[src/rtl/decoder_scan.sv]
// Registered index-to-select decoder: one-hot, thermometer, active-low one-hot,
// and a self-timed scan mode that walks its own index across the select word.
module decoder_scan #(
  parameter int unsigned IN_W     = 5,
  parameter int unsigned OUT_W    = 32,
  parameter int unsigned SCAN_DIV = 4
) (
  input  logic             iClk,
  input  logic             iRst,
  input  logic             iEna,
  input  logic [1:0]       iMode,
  input  logic             iValid,
  input  logic [IN_W-1:0]  iData,
  output logic [OUT_W-1:0] oData,
  output logic [IN_W-1:0]  oIndex,
  output logic             oValid,
  output logic             oErr
);

  localparam int unsigned DIV_W = (SCAN_DIV > 1) ? $clog2(SCAN_DIV) : 1;

  localparam logic [1:0] MODE_HOT   = 2'b00;
  localparam logic [1:0] MODE_THERM = 2'b01;
  localparam logic [1:0] MODE_SCAN  = 2'b10;
  localparam logic [1:0] MODE_LOW   = 2'b11;

  typedef enum logic {
    ST_LOAD = 1'b0,
    ST_SCAN = 1'b1
  } state_t;

  state_t           state;
  logic [DIV_W-1:0] scanDiv;
  logic [IN_W-1:0]  scanIdx;

  logic             inRange;
  logic             divWrap;
  logic [IN_W-1:0]  nextScanIdx;
  logic [OUT_W-1:0] loadHot;
  logic [OUT_W-1:0] loadTherm;
  logic [OUT_W-1:0] loadWord;
  logic [OUT_W-1:0] scanHot;
  logic [OUT_W-1:0] nextScanHot;

  // Decode of the load index and of the current/next scan index.
  always_comb begin
    loadHot     = '0;
    loadTherm   = '0;
    scanHot     = '0;
    nextScanHot = '0;
    inRange     = (32'(iData) < OUT_W);
    divWrap     = (scanDiv == DIV_W'(SCAN_DIV - 1));
    nextScanIdx = (scanIdx == IN_W'(OUT_W - 1)) ? '0 : scanIdx + IN_W'(1);
    for (int i = 0; i < int'(OUT_W); i++) begin
      loadHot[i]     = (iData == i[IN_W-1:0]);
      loadTherm[i]   = (i[IN_W-1:0] <= iData);
      scanHot[i]     = (scanIdx == i[IN_W-1:0]);
      nextScanHot[i] = (nextScanIdx == i[IN_W-1:0]);
    end
    // Out-of-range loads never assert a select in any encoding.
    case (iMode)
      MODE_HOT:   loadWord = inRange ? loadHot : '0;
      MODE_THERM: loadWord = inRange ? loadTherm : '0;
      MODE_LOW:   loadWord = inRange ? ~loadHot : '1;
      default:    loadWord = '0;
    endcase
  end

  // Exactly one of load, scan step or hold per enabled edge; reset wins.
  always_ff @(posedge iClk) begin
    if (iRst) begin
      state   <= ST_LOAD;
      scanDiv <= '0;
      scanIdx <= '0;
      oData   <= '0;
      oIndex  <= '0;
      oValid  <= 1'b0;
      oErr    <= 1'b0;
    end else if (!iEna) begin
      oData  <= '0;
      oValid <= 1'b0;
    end else if (iMode == MODE_SCAN) begin
      state <= ST_SCAN;
      oErr  <= 1'b0;
      if (state != ST_SCAN) begin
        // Scan entry restarts from index 0 and reports it immediately.
        scanDiv <= '0;
        scanIdx <= '0;
        oData   <= OUT_W'(1);
        oIndex  <= '0;
        oValid  <= 1'b1;
      end else if (divWrap) begin
        scanDiv <= '0;
        scanIdx <= nextScanIdx;
        oData   <= nextScanHot;
        oIndex  <= nextScanIdx;
        oValid  <= 1'b1;
      end else begin
        scanDiv <= scanDiv + DIV_W'(1);
        oData   <= scanHot;
        oIndex  <= scanIdx;
        oValid  <= 1'b0;
      end
    end else begin
      state  <= ST_LOAD;
      oValid <= iValid;
      if (iValid) begin
        oData  <= loadWord;
        oIndex <= iData;
        oErr   <= !inRange;
      end
    end
  end

endmodule

[config.mk]
export PLATFORM = sky130hd
export DESIGN_NAME = decoder_scan
export DESIGN_NICKNAME = d
export VERILOG_FILES = /design/src/rtl/decoder_scan.sv
export SDC_FILE = /design/constraint.sdc
export NUM_CORES = 1
export LEC_CHECK = 0
export ABC_AREA = 1
export BUFFER_PORTS_ARGS = -buffer_cell sky130_fd_sc_hd__clkbuf_2
export CORE_MARGIN = 2
export CORE_UTILIZATION = 30
export CTS_CLUSTER_SIZE = 30
export DETAILED_ROUTE_END_ITERATION = 7
export PLACE_DENSITY_LB_ADDON = 0.1
export REMOVE_ABC_BUFFERS = 1
export SKIP_LAST_GASP = 1
export SYNTH_ARGS = -nofsm -noshare
export SYNTH_HDL_FRONTEND = slang
export SYNTH_SLANG_ARGS = --single-unit
[constraint.sdc]
create_clock -name iClk -period 5.4 [get_ports iClk]
set_clock_uncertainty 0.15 [all_clocks]
set_input_delay 0.54 -clock iClk [delete_from_list [all_inputs] [get_ports iClk]]
set_output_delay 0.54 -clock iClk [all_outputs]
set_load 0.005 [all_outputs]
# Word level (Yosys, flattened, before mapping)
# Index checks and enable logic that the tools add are counted.
# word_totals
regBits	47
out_inout_bits	39
in_bits	11
# classes
muxes	18
add_sub_neg	2
bitwise_logic	2
order_cmp	32
n_reduce_logical	8
eq_ne	97
# ops
cell	count
5-bit equality test (second input constant)	48
32-bit two-way mux	4
5-bit by 4-bit equality test with 1-bit output (second input constant)	24
32-bit one-hot mux with 3 select lines	1
5-bit <= comparator (first input constant)	16
5-bit by 3-bit equality test with 1-bit output (second input constant)	12
4-bit by 5-bit <= comparator with 1-bit output (first input constant)	8
32-bit NOT	1
5-bit by 2-bit equality test with 1-bit output (second input constant)	6
5-bit two-way mux	5
3-bit by 5-bit <= comparator with 1-bit output (first input constant)	4
5-bit by 1-bit equality test with 1-bit output (second input constant)	3
5-bit zero test	3
1-bit by 5-bit <= comparator with 1-bit output (first input constant)	2
2-bit by 5-bit <= comparator with 1-bit output (first input constant)	2
2-bit equality test (second input constant)	3
1-bit two-way mux	6
5-bit by 1-bit adder with 5-bit output (second input constant)	1
2-bit two-way mux	2
2-bit AND reduction	2
2-bit by 1-bit adder with 2-bit output (second input constant)	1
2-bit by 1-bit equality test with 1-bit output (second input constant)	1
2-bit zero test	1
2-bit nonzero test	1
2 further kinds	2

# Longest topological paths before layout
# Gate-level depths: netlist (run 1).
# logic_depth
word_depth	6
depth_mapped	12
depth_no_buf	12

# Least setup slack after synthesis (run 1)
# OpenSTA, ideal clock, no wires.
# synth_timing
path_kind	register to register
start	reg scanIdx[0]
end	reg oData[24]
path_stages_with_launch	13
setup_ns	0.070
slack_ns	3.495
t_required_ns	5.180
t_arrival_ns	1.686
cell_sequence	dfxtp_1 -> ha_1 -> nand2_1 -> nor2_1 -> ha_1 -> nor2_2 -> nor2_4 -> inv_2 -> nor2_8 -> inv_6 -> nor2_8 -> nand2_1 -> a21oi_1
# synth_via
elab_chain_len	6
# synth_lines
element	line_no	source
from (decl)	34	logic [IN_W-1:0] scanIdx;
from (signal assigned)	94	scanIdx <= nextScanIdx;
5-bit by 1-bit adder with 5-bit output / 5-bit equality test (equally long branches)	53	nextScanIdx = (scanIdx == IN_W'(OUT_W - 1)) ? '0 : scanIdx + IN_W'(1);
5-bit two-way mux	53	
5-bit equality test	58	nextScanHot[i] = (nextScanIdx == i[IN_W-1:0]);
32-bit two-way mux *	92	end else if (divWrap) begin
32-bit two-way mux *	85	if (state != ST_SCAN) begin
32-bit two-way mux *	82	end else if (iMode == MODE_SCAN) begin
to (signal assigned)	95	oData <= nextScanHot;
to (signal assigned)	100	oData <= scanHot;
to (signal assigned)	108	oData <= loadWord;
to (decl)	14	output logic [OUT_W-1:0] oData,
# Every way passes the cells marked *; elsewhere a longest branch is shown, timed or not.
# A chain may end at the register's enable or synchronous reset.

# Final worst setup path (run 1)
# layout_timing
start	reg scanIdx[0]
end	reg oData[28]
# The elaborated chain is that of the path after synthesis.

==> results.md, run 1 <==
Die:
- Pin placement for this block handled 50 I/O pins.
- The die width is 106 um.
- The die extent in y is 106 um.
- In this run the standard cell core region covers just over 10000 um^2.
- The floorplan die area is 11300 um^2.
- The initial utilization of the core area, before any placement, comes to 30.7%.
- The number of placement rows is 37.

STA:
- The setup total negative slack is 0 ns.
- The worst path uses roughly 53% of the clock period.
- The final max-slew violation count is 0.
- The worst path setup slack after routing is 2.56 ns.
- Setup repair after global routing left no endpoint under its margin.
- The final-report setup violation count is 0.
- The number of hold violations in the final report was 0.
- The normalized max-slew margin is 50.3%.
- At the pin with the least slew margin, the transition time is 0.745 ns.
- The worst path in the final design needs a cycle of 2.84 ns, including I/O delays and setup.
- The achievable frequency is 0.353 GHz.

Cells and area:
- The multi-input gate area in the final layout is 1910 um^2.
- From synthesis to final layout, the design area changed by 13.8%.
- The final layout net count is 531.
- Registers take about 920 um^2.
- In the layout the commonest cells are sky130_fd_sc_hd__nand2_1, sky130_fd_sc_hd__o21ai_0, sky130_fd_sc_hd__nor2_1.
- The ratio of cells with drive above 1 in the final layout is 17.8%.
- The number of antenna cells inserted is 0.
- The most common library cell in the layout ignoring fill and taps is sky130_fd_sc_hd__nand2_1.
- The layout has around 1.1k filler cells.

GRT:
- The initial antenna violation count came to 0.
- The number of global-route vias before repair came to 3157.
- The overall global routing resource usage is around a fifth.
- The largest net degree at the start of global routing is 43.
- The first global-routing pass estimated roughly 18 mm of wire.
- The total overflow left after global routing is 0.

Clock tree:
- The tree is rooted in a sky130_fd_sc_hd__clkbuf_8.
- The number of gates resized after CTS was 0.
- TritonCTS built the clock tree.
- TritonCTS created 5 clock buffers.
- The clock passes through at most 2 buffers.
- At the later pin of the worst-skew pair, clock insertion delay measures roughly 0.30 ns.
- The number of buffers inserted to repair setup after CTS is 0.
- The maximum level of the CTS H-tree is 2.
- For this design, the CTS-stage hold fixing added 0 buffers.
- After clock tree synthesis, the clock-pin slew on the worst setup and hold paths is roughly 0.1 ns.
- The number of sinks on the clock net is 46.

Drt:
- Detailed routing inserted a total of 3409 vias.
- Using the TritonRoute via totals, the vias-per-cell ratio works out to 5.22.
- The number of design-rule violations left by the first detailed-router iteration is 274.
- The first-pass detailed-route iteration total is 5.
- The DRC violations left is 0.
- The average routed wire per standard cell is roughly 17 um.
- The routed design has 11.0 mm of wire.
- In this run the remaining antenna-violating nets after routing total 0.

Synth:
- The most instantiated flip-flop cell in the synthesis netlist is sky130_fd_sc_hd__dfxtp_1.
- The mean post-synth cell area is 6.49 um^2.
- The cell area after technology mapping is roughly 3100 um^2.
- Of the synthesized area, sequential elements account for 29.3%.
- In this run, synthesis inferred 0 flip-flops with an integrated enable.
- The synthesized instance count is 484.
- For this run, the number of Yosys warnings is 0.
- The share of flip-flops with an asynchronous set or reset after synthesis is 0%.
- The synthesized netlist contains 38 unique library cells.
- Counting flops and latches in the post-synthesis netlist gives 46.

Placement:
- The number of I/O port buffers is 48.
- The HPWL after detailed placement is 8.03 mm.
- Routability-driven placement finished with a final weighted congestion of 0.973.
- The setup slack at placement is 2.56 ns.

Setup path:
- At the worst endpoint, the required time is 5.50 ns.
- The critical path is of the reg -> reg type.
- The data arrival time at the worst-slack endpoint is roughly 3 ns.
- The capturing element type of the critical path is a register.
- The critical path startpoint category is a register.
- The largest fanout on the critical path is 12.

Status:
- The run finished with clean final reports.

Pwr:
- The areal power density over the cells is 232 nW/um^2.
- The highest ir drop seen on vdd is around 0.00013 V.
- The leakage power total is 0.00145 uW.

Min path:
- In this run the worst hold path is classified as reg -> reg.

Run:
- The number of maximum-capacitance violations is 0.
## cells by family (layout without fill, tap and decap cells)
group	Yosys count	after routing	synth area share [%]
adder cells (fa/ha/maj)	4	4	1.59
AO/OA/AOI/OAI	139	139	24.3
buffers and inverters	67	100	9.88
other	1	1	0.119
flip-flops	46	46	29.3
AND/OR/NAND/NOR	227	227	34.7
## layer usage
layer,track usage [%],share of wire (%)
met1,28.4,49
met2,30.4,44
met3,3.25,5.6
met4,5.64,1.3
met5,0,0
## per-stage QoR
stage,instance area (um^2),std cells,util [%],hold WS [ns],power [uW]
finish,3570,653,34.9,0.333,830
global route,3570,653,34.9,0.362,872
CTS,3570,653,34.9,0.343,840
detailed placement,3430,645,33.5,0.327,511
global placement,3430,645,33.5,0.314,511
floorplan,3010,460,-,0.298,452
## registers in the layout, summed over array words and instances (netlist names)
register and cells:
oData 32, oValid 1, scanIdx 5, scanDiv 2
state 1, oIndex 5
## Yosys cell counts, types with 3 or more instances
cell                       instances  area, um^2
sky130_fd_sc_hd__o21ai_1           4        20.0
sky130_fd_sc_hd__o32ai_1           3        26.3
sky130_fd_sc_hd__a31oi_1           7        43.8
sky130_fd_sc_hd__nand3_1          33         165
sky130_fd_sc_hd__buf_2             6        30.0
sky130_fd_sc_hd__nor2_4            4        45.0
sky130_fd_sc_hd__ha_1              4        50.1
sky130_fd_sc_hd__nor2_8            4        80.1
sky130_fd_sc_hd__nor2_2            9        56.3
sky130_fd_sc_hd__o21ai_0          59         295
sky130_fd_sc_hd__o21ai_2           3        26.3
sky130_fd_sc_hd__nor3_1            9        45.0
sky130_fd_sc_hd__buf_4             4        30.0
sky130_fd_sc_hd__o211ai_1          5        37.5
sky130_fd_sc_hd__nor2_1           54         203
sky130_fd_sc_hd__a21oi_1          49         245
sky130_fd_sc_hd__a211oi_1          3        22.5
sky130_fd_sc_hd__inv_1            30         113
sky130_fd_sc_hd__clkbuf_1         11        41.3
sky130_fd_sc_hd__nand2_1          92         345
sky130_fd_sc_hd__nand4_1          19         119
sky130_fd_sc_hd__inv_2             8        30.0
sky130_fd_sc_hd__dfxtp_1          46         921
## worst max-delay path: stages, from the launching register on
cell and delay (ns):
sky130_fd_sc_hd__dfxtp_1 0.35, sky130_fd_sc_hd__ha_1 0.21, sky130_fd_sc_hd__nand2_1 0.09, sky130_fd_sc_hd__nor2_1 0.05, sky130_fd_sc_hd__ha_1 0.17, sky130_fd_sc_hd__inv_1 0.17
sky130_fd_sc_hd__nand3_1 0.18, sky130_fd_sc_hd__o21ai_2 0.62, sky130_fd_sc_hd__inv_2 0.28, sky130_fd_sc_hd__nor2_1 0.27, sky130_fd_sc_hd__nand2_1 0.11, sky130_fd_sc_hd__a21oi_1 0.13
## final cells by class
class	count	area share, %
multi-input combinational	371	53.5
sequential	46	25.8
timing repair buffer	49	6.93
inverter	43	5.08
tap	136	4.76
clock buffer	6	2.31
clock inverter	2	1.68
## worst paths after layout
| check | from | endpoint | slack, ns | cells after the start |
|---|---|---|---|---|
| worst max-delay path | scanIdx[0] | oData[28] | 2.56 | 11 |
| worst min-delay path | scanDiv[1] | scanDiv[1] | 0.33 | 2 |
| worst min register to register | scanDiv[1] | scanDiv[1] | 0.33 | 2 |
| worst max register to register | scanIdx[0] | oData[28] | 2.56 | 11 |
## report_power, final
part | total [uW] | leakage (uW) | internal, uW | switching [uW]
logic | 143 | 0.00100 | 43.3 | 99.3
registers | 362 | 0.000376 | 354 | 7.73
clock network | 325 | 0.0000714 | 198 | 128
No activity file was read; power rests on OpenSTA's default activity.
==> run 2, diff against run 1 <==
clock period = 2.65 ns   (was 5.4 ns; I/O delays follow)
==> run 2 against run 1 <==
Total power increased by 92%. Via count grew 0.94%. Core utilization grew 0.31 points. Count of clock-buffer cells in the layout shrank 1. First-iteration DRC count down 25%. Worst setup slack worse by 2.3 ns.
==> results.md, run 2 (synthesis gave the netlist of run 1 again) <==
Drt:
- The DRC violations left is 0 (unchanged).
- The number of design-rule violations left by the first detailed-router iteration is 205 (-25%).
- The first-pass detailed-route iteration total is 5 (unchanged).
- The final routed wirelength across all metal layers is 11.2 mm (+1.8%).
- The average routed wire per standard cell is 17.0 um (+0.61%).
- The number of nets with antenna violations after detailed routing is 0 (unchanged).
- The total number of vias came to 3441 (+0.94%).
- The ratio of routed vias to standard cells is 5.21 (-0.28%).

STA:
- Setup repair after global routing left no endpoint under its margin.
- The time the worst path needs with I/O delays and setup came to 2.34 ns (-0.493 ns).
- The achievable frequency is 0.427 GHz (+21%).
- The number of hold violations in the final report is 0 (unchanged).
- The setup total negative slack was 0 ns (unchanged).
- The final max-slew violation count is 0 (unchanged).
- The normalized max-slew margin was 66.7% (+16 points).
- The slew of the pin with the lowest slew margin is 0.498 ns (-0.247 ns).
- The final-report setup violation count came to 0 (unchanged).
- The post-route fraction of the period consumed by the critical path is 88.4% (+36 points).

Die:
- The floorplan die area was 11300 um^2 (unchanged).
- The initial core utilization is 30.7% (unchanged).
- The core area is 10200 um^2 (unchanged).
- The number of placement rows is 37 (unchanged).
- The die width is 106 um (unchanged).
- The number of ports placed on the die boundary came to 50 (unchanged).
- The die extent in y was 106 um (unchanged).

Clock tree:
- The total of hold buffers inserted after clock tree synthesis was 0 (unchanged).
- The number of buffers between clock root and the deepest sink came to 2 (unchanged).
- The number of sinks on the clock net is 46 (unchanged).
- The maximum level of the CTS H-tree was 2 (unchanged).
- The root buffer cell is sky130_fd_sc_hd__clkbuf_8.
- The clock insertion delay at the later pin of the skew report is 0.31 ns (about the same).
- The CTS tree is done.
- The register clock-pin slew on the reported worst setup and hold paths is 0.10 ns (about the same).
- The number of CTS-inserted buffers is 5 (unchanged).
- The number of buffers inserted to repair setup after CTS was 0 (unchanged).
- The post-CTS resize count is 0 (unchanged).

GRT:
- The largest net degree at the start of global routing is 29 (-33%).
- The overall global routing resource usage came to 20.5% (+0.70 points).
- The wire length of the first global-routing pass is 18.1 mm (+3.3%).
- The number of global-route vias before repair is 3360 (+6.4%).
- The final global-route overflow total came to 0 (unchanged).
- The initial antenna violation count is 0 (unchanged).

Cells and area:
- The final layout net count came to 539 (+1.5%).
- The number of antenna cells inserted was 0 (unchanged).
- The largest registers in the layout are oData: 32 flops, oIndex: 5 flops, scanIdx: 5 flops.
- The multi-input gate area in the final layout is 1910 um^2 (unchanged).
- The final design instance area without fill is 3610 um^2 (+0.88%).
- The ratio of cells with drive above 1 in the final layout is 19.0% (+1.3 points).
- The library cell used most frequently in the layout, excluding fill and tap cells, is sky130_fd_sc_hd__nand2_1.
- The flip-flop count of the largest register after layout is 32 (unchanged).
- The signed area change from the synthesized netlist to the final layout is 14.8%.
- The count of filler cells inserted in the layout is 1150 (+2.0%).
- The library cells used most frequently in the layout, excluding fill and tap cells, are sky130_fd_sc_hd__nand2_1, sky130_fd_sc_hd__o21ai_0, sky130_fd_sc_hd__nor2_1.
- The register area was 921 um^2 (unchanged).
- The register with the most flip-flops is oData.
- The non-filler instance count after layout was 661 (+1.2%).

Min path:
- In this run the worst hold path is classified as in -> reg.
- The path with the worst hold slack has its endpoint at state.
- The worst min-delay path startpoint is iRst.
- The number of stages on the worst hold path is 2 (unchanged).

Setup path:
- The type of the worst setup path is reg -> reg.
- Tracing the worst setup path back leads to its startpoint at scanIdx[0].
- The peak per-stage delay on the critical path is 0.35 ns (-0.27 ns).
- The critical path startpoint category is a register.
- The worst register-to-register path ends at oData[15].
- The capturing element type of the critical path is a register.
- The required time of the critical path is 2.75 ns (-2.75 ns).
- The data arrival time at the worst-slack endpoint is 2.44 ns (-0.49 ns).
- The source of the worst register-to-register timing path is scanIdx[0].
- The largest individual stage delay along the critical path comes from the cell sky130_fd_sc_hd__dfxtp_1.
- The depth of the most critical reg-to-reg path is 11 (unchanged).
- The largest fanout on the critical path came to 10 (-2).
- The worst setup slack for register-to-register paths is 0.31 ns (-2.26 ns).
- Traced cell by cell, the critical path runs through ha_1, nand2_1, nor2_1, ha_1, inv_1, nand3_1, o21ai_2, inv_2, nor2_1, nand2_1, a21oi_1.

Placement:
- The number of I/O port buffers is 48 (unchanged).
- The instance count after placement with tap cells included is 653 (+1.2%).
- The cell area after placement is 3490 um^2 (+1.7%).
- The HPWL after detailed placement is 8.30 mm (+3.4%).
- The final weighted congestion in routability-driven placement is 0.954 (-1.9%).

Pwr:
- The areal power density over the cells is 442 nW/um^2 (+91%).
- The highest ir drop seen on vdd was 0.000220 V (+73%).
- The leakage power total was 0.00147 uW (+1.3%).
- The overall power is 1600 uW (+92%).

Run:
- The number of maximum-capacitance violations is 0 (unchanged).

Status:
- The flow ran to the end, and the final reports show no timing, DRC or antenna violations.
[run 2: cell types whose count changed in the layout (fill, tap and decap cells not counted), sizes merged]
cell | before | now
buf | 1 | 9
clkinvlp | 0 | 2
bufinv | 2 | 1
clkbuf | 54 | 53
[run 2: worst max-delay path by stage]
stage                 to  slack [ns]
2_1_floorplan  oData[12]        0.56
3_3_place_gp   oData[11]        0.39
3_5_place_dp   oData[12]        0.35
4_1_cts        oData[15]        0.32
5_1_grt        oData[23]        0.10
6_report       oData[15]        0.31
[run 2: worst max-delay path, delay by kind of cell, from the launching register on]
| kind | cells | cell delay, ns |
|---|---|---|
| AND/OR/NAND/NOR | 5 | 0.65 |
| flip-flops | 1 | 0.35 |
| adder cells (fa/ha/maj) | 2 | 0.39 |
| buffers and inverters | 2 | 0.32 |
| AO/OA/AOI/OAI | 2 | 0.42 |
[run 2: report_power, final]
| part | internal, uW | switching, uW |
|---|---|---|
| logic | 95.3 | 205 |
| clock network | 281 | 277 |
| registers | 722 | 15.5 |
| total | 1100 | 497 |
[run 2: per-stage QoR]
| stage | hold slack [ns] | util, % | setup slack, ns |
|---|---|---|---|
| 6_report | 0.0806 | 35.2 | 0.307 |
| 5_1_grt | 0.105 | 35.2 | 0.103 |
| 4_1_cts | 0.0724 | 35.2 | 0.323 |
| 3_5_place_dp | 0.335 | 34.1 | 0.348 |
| 3_3_place_gp | 0.315 | 34.1 | 0.388 |
| 2_1_floorplan | 0.184 | - | 0.557 |
[run 2: layout make-up]
| cell class | instances | area share [%] |
|---|---|---|
| Clock buffer | 5 | 1.91 |
| Clock inverter | 3 | 1.25 |
| Inverter | 43 | 5.03 |
| Multi-Input combinational cell | 371 | 53.0 |
| Sequential cell | 46 | 25.5 |
| Tap cell | 136 | 4.72 |
| Timing Repair Buffer | 57 | 8.54 |
[run 2: routing by layer]
metal	vias up	share of wire [%]	wire, um	track usage (%)
met5	-	0	0	0
met1	1575	49	5450	28.4
met3	16	4.8	537	3.19
li1	1734	-	-	-
met4	0	2.3	255	7.14
met2	116	44	4960	32.2
==> run 3, diff against run 2 <==
REMOVE_ABC_BUFFERS = unset   (was 1)
==> run 3 against run 2 <==
Via count grew 3.7%. Largest cell class unchanged. Global-route usage grew 0.29 points. Critical path depth is the same. Final cell count shrank 0.30%. First-iteration DRC count grew 5.9%. Non-clock buffer count shrank 2. Clock power grew 15%. Core utilization grew 0.086 points. Count of clock-buffer cells in the layout is the same. Wire length grew 1.5%. Highest routed layer unchanged. Cell area grew 0.24%.
==> results.md, run 3 (synthesis gave the netlist of run 1 again) <==
Cells and area:
- The flip-flop count of the largest register after layout is 32 (unchanged).
- The number of antenna cells inserted is 0 (unchanged).
- The non-filler instance count after layout came to 659 (-0.30%).
- The most common library cell in the layout ignoring fill and taps is sky130_fd_sc_hd__nand2_1.
- The largest registers in the layout are oData: 32 flops, oIndex: 5 flops, scanIdx: 5 flops.
- The register with the most flip-flops is oData.
- The final layout net count is 537 (-0.37%).
- The final design instance area without fill was 3610 um^2 (+0.24%).
- The register area is 921 um^2 (unchanged).
- The count of filler cells inserted in the layout came to 1136 (-1.2%).
- The ratio of cells with drive above 1 in the final layout is 18.7% (-0.31 points).
- The top cell types in the final layout, fill and taps aside, are sky130_fd_sc_hd__nand2_1, sky130_fd_sc_hd__o21ai_0, sky130_fd_sc_hd__nor2_1.
- The multi-input gate area in the final layout is 1910 um^2 (unchanged).
- The signed area change from the synthesized netlist to the final layout is 15.1%.

Die:
- The die extent in y is 106 um (unchanged).
- The floorplan die area is 11300 um^2 (unchanged).
- The number of ports placed on the die boundary was 50 (unchanged).
- The die width is 106 um (unchanged).
- The initial core utilization is 30.7% (unchanged).
- The number of placement rows was 37 (unchanged).
- The core area is 10200 um^2 (unchanged).

Placement:
- The instance count after placement with tap cells included came to 651 (-0.31%).
- The cell area after placement was 3480 um^2 (-0.43%).
- The HPWL after detailed placement is 8.50 mm (+2.4%).
- The final weighted congestion in routability-driven placement came to 0.927 (-2.8%).
- The number of I/O port buffers is 48 (unchanged).

STA:
- The time the worst path needs with I/O delays and setup is 2.19 ns (-0.152 ns).
- The achievable frequency is 0.456 GHz (+6.9%).
- The normalized max-slew margin was 65.9% (-0.84 points).
- The final-report setup violation count is 0 (unchanged).
- The setup total negative slack is 0 ns (unchanged).
- The final max-slew violation count is 0 (unchanged).
- The slew of the pin with the lowest slew margin is 0.511 ns (+0.0127 ns).
- The post-route fraction of the period consumed by the critical path is 82.7% (-5.7 points).
- The number of hold violations in the final report came to 0 (unchanged).
- The tightest hold margin is 0.0964 ns (+0.0159 ns).
- Setup repair after global routing left no endpoint under its margin.

Clock tree:
- The maximum level of the CTS H-tree was 2 (unchanged).
- The CTS tree is done.
- The root buffer cell is sky130_fd_sc_hd__clkbuf_8.
- The number of sinks on the clock net is 46 (unchanged).
- The post-CTS resize count is 0 (unchanged).
- The number of buffers between clock root and the deepest sink is 2 (unchanged).
- The register clock-pin slew on the reported worst setup and hold paths is 0.09 ns (about the same).
- The total of hold buffers inserted after clock tree synthesis is 0 (unchanged).
- The number of buffers inserted to repair setup after CTS came to 0 (unchanged).
- The clock insertion delay at the later pin of the skew report was 0.30 ns (about the same).
- The number of CTS-inserted buffers is 5 (unchanged).

Drt:
- The average routed wire per standard cell is 17.3 um (+1.8%).
- The number of nets with antenna violations after detailed routing is 0 (unchanged).
- The number of design-rule violations left by the first detailed-router iteration is 217 (+5.9%).
- The final routed wirelength across all metal layers was 11.4 mm (+1.5%).
- The total number of vias is 3569 (+3.7%).
- The DRC violations left is 0 (unchanged).
- The ratio of routed vias to standard cells came to 5.42 (+4.0%).
- The first-pass detailed-route iteration total is 5 (unchanged).

GRT:
- The initial antenna violation count is 0 (unchanged).
- The number of global-route vias before repair is 3281 (-2.4%).
- The final global-route overflow total came to 0 (unchanged).
- The overall global routing resource usage was 20.8% (+0.29 points).
- The wire length of the first global-routing pass is 18.4 mm (+1.5%).
- The largest net degree at the start of global routing is 34 (+17%).

Min path:
- The number of stages on the worst hold path is 2 (unchanged).
- The min-delay analysis places its worst path in the category in -> reg.

Setup path:
- The critical path goes through ha_1, nand2_1, nor2_1, ha_1, inv_1, nand3_1, o21ai_2, inv_1, nor2_2, nand4_1, a21oi_1.
- The depth of the most critical reg-to-reg path is 11 (unchanged).
- The type of the worst setup path is reg -> reg.
- The largest fanout on the critical path is 8 (-2).
- The total number of cells along the worst setup path is 11 (unchanged).
- The data arrival time at the worst-slack endpoint was 2.28 ns (-0.16 ns).
- The peak per-stage delay on the critical path was 0.35 ns (about the same).
- The cell with the biggest individual delay on the critical path is sky130_fd_sc_hd__dfxtp_1.
- The critical path startpoint category is a register.
- Broken down by cell family, the worst path's largest delay share belongs to simple AND/OR/NAND/NOR gates.
- The total buffers and inverters traversed by the critical path is 2 (unchanged).
- STA classifies the critical path endpoint as a register.
- The required time of the critical path is 2.74 ns (about the same).

Pwr:
- The overall power is 1690 uW (+6.0%).
- The areal power density over the cells is 468 nW/um^2 (+5.7%).
- The highest ir drop seen on vdd came to 0.000198 V (-10%).
- The leakage power total is 0.00148 uW (+0.50%).

Status:
- The flow ran to the end, and the final reports show no timing, DRC or antenna violations.

Synth:
- The synthesized net count is 499.

Run:
- The number of maximum-capacitance violations was 0 (unchanged).
==> run 3: per-layer routing <==
| layer | vias up | global-route usage (%) | routed length (um) |
|---|---|---|---|
| met1 | 1678 | 31.3 | 5560 |
| li1 | 1726 | - | - |
| met4 | 0 | 7.71 | 271 |
| met2 | 145 | 30.0 | 4860 |
| met3 | 20 | 2.33 | 690 |
| met5 | - | 0 | 0 |
==> run 3: layout make-up <==
type,instances,area share [%]
clock buffers,5,1.90
clock inverters,3,1.90
inverters,43,5.02
multi-input cells,371,52.9
flip-flops and latches,46,25.5
well taps,136,4.71
repair buffers,55,8.10
==> run 3: worst paths after layout <==
path	from	endpoint	slack, ns
min	iRst	state	0.1
max reg2reg	scanIdx[0]	oData[10]	0.46
min reg2reg	scanDiv[1]	scanDiv[1]	0.33
max	scanIdx[0]	oData[10]	0.46
==> run 3: worst reg2reg max path, cell delays in order, from the launching register on <==
cell	delay [ns]
sky130_fd_sc_hd__dfxtp_1	0.35
sky130_fd_sc_hd__ha_1	0.21
sky130_fd_sc_hd__nand2_1	0.09
sky130_fd_sc_hd__nor2_1	0.04
sky130_fd_sc_hd__ha_1	0.17
sky130_fd_sc_hd__inv_1	0.16
sky130_fd_sc_hd__nand3_1	0.11
sky130_fd_sc_hd__o21ai_2	0.14
sky130_fd_sc_hd__inv_1	0.10
sky130_fd_sc_hd__nor2_2	0.29
sky130_fd_sc_hd__nand4_1	0.17
sky130_fd_sc_hd__a21oi_1	0.15
==> run 3: metrics by stage <==
step	utilization, %	setup slack [ns]
floorplan	-	0.745
global placement	34.0	0.423
detailed placement	34.0	0.456
CTS	35.3	0.455
global route	35.3	0.200
finish	35.3	0.459
==> run 3: report_power, final <==
part | total (uW) | switching, uW | leakage (uW) | internal, uW
Combinational | 308 | 214 | 0.00103 | 93.4
Clock | 643 | 264 | 0.0000683 | 378
Sequential | 740 | 18.4 | 0.000376 | 722
